`config.mk`:
```
export PLATFORM = sky130hd
export DESIGN_NAME = pwm_ramp_ctrl
export DESIGN_NICKNAME = d
export VERILOG_FILES = /design/src/rtl/pwm_ramp_ctrl.sv
export SDC_FILE = /design/constraint.sdc
export NUM_CORES = 1
export LEC_CHECK = 0
export CAP_MARGIN = 20
export CORE_MARGIN = 3
export CORE_UTILIZATION = 53
export DETAILED_ROUTE_END_ITERATION = 10
export PLACE_DENSITY = 0.77
export SYNTH_ARGS = -nofsm -noshare
export SYNTH_HDL_FRONTEND = slang
export SYNTH_SLANG_ARGS = --single-unit
```
`constraint.sdc`:
```
create_clock -name clk -period 2.6 [get_ports clk]
set_input_delay 0.39 -clock clk [delete_from_list [all_inputs] [get_ports clk]]
set_output_delay 0.39 -clock clk [all_outputs]
set_load 0.005 [all_outputs]
```
`src/rtl/pwm_ramp_ctrl.sv`:
```
// Speed/direction sequencer for one drive motor: ramps the pwm duty code toward
// a commanded target, inserting a braked dead time around every direction reversal.
module pwm_ramp_ctrl #(
  parameter int PW_W     = 3,
  parameter int MAX_PW   = 5,
  parameter int RAMP_DIV = 16,
  parameter int DEAD_CYC = 8
) (
  input  logic            clk,
  input  logic            rst,
  input  logic            cmd_valid,
  output logic            cmd_ready,
  input  logic [PW_W-1:0] cmd_speed,
  input  logic            cmd_dir,
  input  logic            estop,
  output logic [PW_W-1:0] pulse_width,
  output logic            dir,
  output logic            brake,
  output logic            at_target
);

  localparam int RW = $clog2(RAMP_DIV);
  localparam int DW = $clog2(DEAD_CYC + 1);
  localparam logic [PW_W-1:0] MAX_CODE = PW_W'(MAX_PW);

  typedef enum logic [1:0] {RUN, DEAD, ESTOP} state_t;

  state_t          state;
  logic [PW_W-1:0] tgt_speed;
  logic            tgt_dir;
  logic [RW-1:0]   ramp_cnt;
  logic [DW-1:0]   dead_cnt;
  logic [PW_W-1:0] sat_speed;
  logic [PW_W-1:0] desired;

  assign cmd_ready = (state != ESTOP);
  assign at_target = (state == RUN) && (pulse_width == tgt_speed) && (dir == tgt_dir);
  assign sat_speed = (cmd_speed > MAX_CODE) ? MAX_CODE : cmd_speed;
  // A pending reversal first drives the duty down to zero.
  assign desired   = (dir != tgt_dir) ? '0 : tgt_speed;

  always_ff @(posedge clk) begin
    if (rst) begin
      state       <= RUN;
      tgt_speed   <= '0;
      tgt_dir     <= 1'b0;
      ramp_cnt    <= '0;
      dead_cnt    <= '0;
      pulse_width <= '0;
      dir         <= 1'b0;
      brake       <= 1'b0;
    end else if (estop) begin
      state       <= ESTOP;
      tgt_speed   <= '0;
      ramp_cnt    <= '0;
      dead_cnt    <= '0;
      pulse_width <= '0;
      brake       <= 1'b1;
    end else begin
      if (cmd_valid && cmd_ready) begin
        tgt_speed <= sat_speed;
        tgt_dir   <= cmd_dir;
      end
      unique case (state)
        RUN: begin
          if (pulse_width == desired) begin
            ramp_cnt <= '0;
            if (dir != tgt_dir) begin
              state    <= DEAD;
              brake    <= 1'b1;
              dead_cnt <= '0;
            end
          end else if (ramp_cnt == RW'(RAMP_DIV - 1)) begin
            ramp_cnt    <= '0;
            pulse_width <= (pulse_width < desired) ? pulse_width + 1'b1 : pulse_width - 1'b1;
          end else begin
            ramp_cnt <= ramp_cnt + 1'b1;
          end
        end
        DEAD: begin
          pulse_width <= '0;
          brake       <= 1'b1;
          // Dead time always runs to completion; late commands only move the target.
          if (dead_cnt == DW'(DEAD_CYC - 1)) begin
            dead_cnt <= '0;
            dir      <= tgt_dir;
            brake    <= 1'b0;
            state    <= RUN;
          end else begin
            dead_cnt <= dead_cnt + 1'b1;
          end
        end
        ESTOP: begin
          brake <= 1'b0;
          state <= RUN;
        end
        default: state <= RUN;
      endcase
    end
  end

endmodule

```
==> results.md <==
* CTS Buffer Depth at 2
* Seq/Total Area, Yosys at 33.4%
* Prevailing post-synth register cell: dfxtp_1
* Max VDD drop at ~370 uV
* Hold_buf cts at 0
* Port Buf Inserts at 14
* First-pass GRT wire length at about 4.2 mm
* Outcome: completed
* Die Area at 2740 um2
* Antenna diode count at 0
* DRT iter0 DRCs at 17
* # rows at 16
* Clk sinks at 19
* CP required at 2210 ps
* Mean Syn Cell Area at 8.25 um2
* Setup Fix Bufs, Post-CTS at 0
* Worst reg2reg setup slack at around 210 ps
* Clock Power Share at 28.4%
* Routability Congestion at 0.837
* P_leak at 0.000507 uW
* Max-slew headroom at 70.6%
* Total Routed Length at 2.46 mm
* Via density at 5.52
* F_max at 419 MHz
* Psw at 137 uW
* Met3 WL at 83 um
* Max layer used: met4
* CTS tree: done
* Met2 Wirelength at 1.21 mm
* Int Power at 394 uW
* Power Density at around 400 nW/um2
* Total CTS buffers at 3
* Setup TNS at 0 ps
* Largest net degree at the start of global routing at 15
* Hpwl dp at 1.91 mm
* Gr ovfl total at 0
* Vias in the first global route at 1011
* Hold Startpoint: dead_cnt[3]
* Worst r2r path cells at 7
* WL/cell at about 14 um
* Hold depth at 2
* Post-synth EDFFs at 0
* Seq cells post-synth at 19
* Crit-path max FO at 8
* Clk_lat worst skew at 290 ps
* Clk slew on worst S/H paths at 110 ps
* Layout area overhead at 16.4%
* Async S/R FF share, synth at 0%
* Mapped cell area at 1140 um2
* Tcrit/Tclk final at 91.8%
* Unrepaired setup endpoints after global routing: false
* Die width at ~52 um
* Final nets at roughly 170
* Post_cts resized at 0
* Final Setup Violations at 0
* Syn_nets at 155
* Synthesized netlist cell count at 138
* Area of the core at 2000 um2
* Worst-Margin Slew at ~440 ps
* R2R Path End: dead_cnt[3]
* Die H at around 52 um
* Kind of critical path: reg2out
* Post-synthesis cell type count at 40
* Initial antenna violation count at 0
* Ratio of cells with drive above 1 in the final layout at 5.88%
* Setup crit end kind: output pin
* CTS Root Buffer Type: clkbuf_4
* Worst Hold End: dead_cnt[3]
* Max-slew violations at 0
* Critical path's largest stage delay at roughly 530 ps
* Crit path launch type: flop
* # IOs at 15
* Htree depth at 1
* R2r startpoint: tgt_dir
* Syn. warnings at 0
* Initial Utilization at a little under three fifths
* Reg power frac at between 50% and 60%
* Design Power at between 500 and 600 uW
* Worst path slowest cell: clkdlybuf4s50_1
* Combinational Power Share at 15.1%
* Most frequent CP cell: inv_1
* Critical Path AT at roughly 2000 ps
* Final hold vios at 0
* CP Cell Sequence: inv_1 -> ha_1 -> inv_1 -> nor3_1 -> clkdlybuf4s50_1
* WL met1 at ~1.1 mm
* Via count at 994
* GRT Util Overall at 20.1%
* DRC at 0
* Post-layout min period at 2390 ps
* Clock Skews at 5.39 ps
* Switching part of the total at 25.8%
* Worst hold path type: reg2reg
* Antenna Nets Post-Route at 0
* Drt pass-1 iters at 4
* Max Cap Viol at 0
==> layer usage <==
layer | vias up | global-route usage [%]
li1 | 514 | -
met1 | 458 | 24.5
met2 | 18 | 34.7
met3 | 4 | 4.56
met4 | 0 | 5.96
met5 | - | 0
==> cell families (layout without fill, tap and decap cells) <==
logic type / Yosys count / in the layout / share of synthesized area (%)
DFF: 19 / 19 / 33.4
AOI/OAI and AO/OA: 32 / 32 / 17.1
and+or+nand+nor: 57 / 57 / 26.0
xor gates and xnor gates: 5 / 5 / 4.51
buffers and inverters: 11 / 26 / 3.85
adders and majority gates: 9 / 9 / 10.5
muxes: 5 / 5 / 4.51
==> Yosys cell counts (2+ instances only) <==
cell type / instances / area, um2
a31oi_1: 4 / 25.0
nor2_1: 14 / 52.6
nand3_1: 7 / 35.0
and3_1: 2 / 12.5
inv_1: 8 / 30.0
a21o_1: 2 / 15.0
mux2i_1: 4 / 40.0
xnor2_1: 4 / 35.0
ha_1: 8 / 100
nor3b_1: 2 / 15.0
a21oi_1: 13 / 65.1
dfxtp_1: 19 / 380
o21ai_0: 6 / 30.0
nand4b_1: 2 / 17.5
nand3b_1: 2 / 15.0
nor3_1: 3 / 15.0
nand2_1: 12 / 45.0
nor2b_1: 4 / 25.0
==> sequential cells by signal (all words and copies together), names as in the netlist <==
register     flops
brake            1
dead_cnt         4
dir              1
pulse_width      3
ramp_cnt         4
state            2
tgt_dir          1
tgt_speed        3
==> area by class of cell <==
cell class              count  area [um2]
fillers                   177         677
well taps                  27        33.8
inverters                   8        30.0
flip-flops and latches     19         380
repair buffers             14         140
multi-input cells         108         714
clock buffers               4        26.3
==> power groups by stage <==
| stage | registers (uW) | logic (uW) | clock network [uW] |
|---|---|---|---|
| finish | 300 | 80.2 | 151 |
| global route | 301 | 90.5 | 163 |
| CTS | 301 | 80.2 | 153 |
| detailed placement | 307 | 79.7 | 0 |
| global placement | 307 | 77.8 | 0 |
| floorplan | 306 | 48.4 | 0 |
==> worst max-delay path by stage <==
stage | depth (start not counted) | end | start | slack, ps
after floorplan | 9 | pulse_width[1] | dir | 470
after CTS | 5 | at_target | state[0] | 210
final | 5 | at_target | state[1] | 210
after detailed placement | 7 | dead_cnt[3] | tgt_dir | 260
after global placement | 9 | pulse_width[1] | tgt_dir | 340
after global routing | 5 | at_target | state[0] | 30
==> per-stage QoR <==
stage | util [%] | hold WS [ps] | instance area, um2 | instances | setup WS [ps]
after floorplan | - | 438 | 1140 | 138 | 472
after global placement | 64.9 | 453 | 1300 | 176 | 340
after detailed placement | 64.9 | 472 | 1300 | 176 | 264
after CTS | 66.2 | 487 | 1330 | 180 | 210
after global routing | 66.2 | 524 | 1330 | 180 | 35.0
final | 66.2 | 489 | 1330 | 180 | 213
==> worst max-delay path, delay by kind of cell (launching register included) <==
family	cells	cell delay [ps]
adders and majority gates	1	300
buffers and inverters	3	830
DFF	1	340
and+or+nand+nor	1	240
==> placed cells by master, fill, tap and decap left out <==
cell type         n
a211oi_1          1
a21boi_0          1
a21o_1            2
a21oi_1          13
a31oi_1           4
a31oi_2           1
a32oi_1           1
and2_1            1
and2b_4           1
and3_1            2
and3b_1           1
clkbuf_1          1
clkbuf_4          3
clkdlybuf4s50_1  14
dfxtp_1          19
fa_1              1
ha_1              8
inv_1             8
mux2_2            1
mux2i_1           4
nand2_1          12
nand2b_1          1
nand3_1           7
nand3b_1          2
nand4_1           1
nand4b_1          2
nor2_1           14
nor2b_1           4
nor3_1            3
nor3b_1           2
nor4_1            1
o211ai_1          1
o21ai_0           6
o21ba_2           1
o22ai_1           1
or2_2             1
or3_1             1
or4_1             1
xnor2_1           4
xor2_2            1
Note: power is estimated with default switching activity, not from simulation.
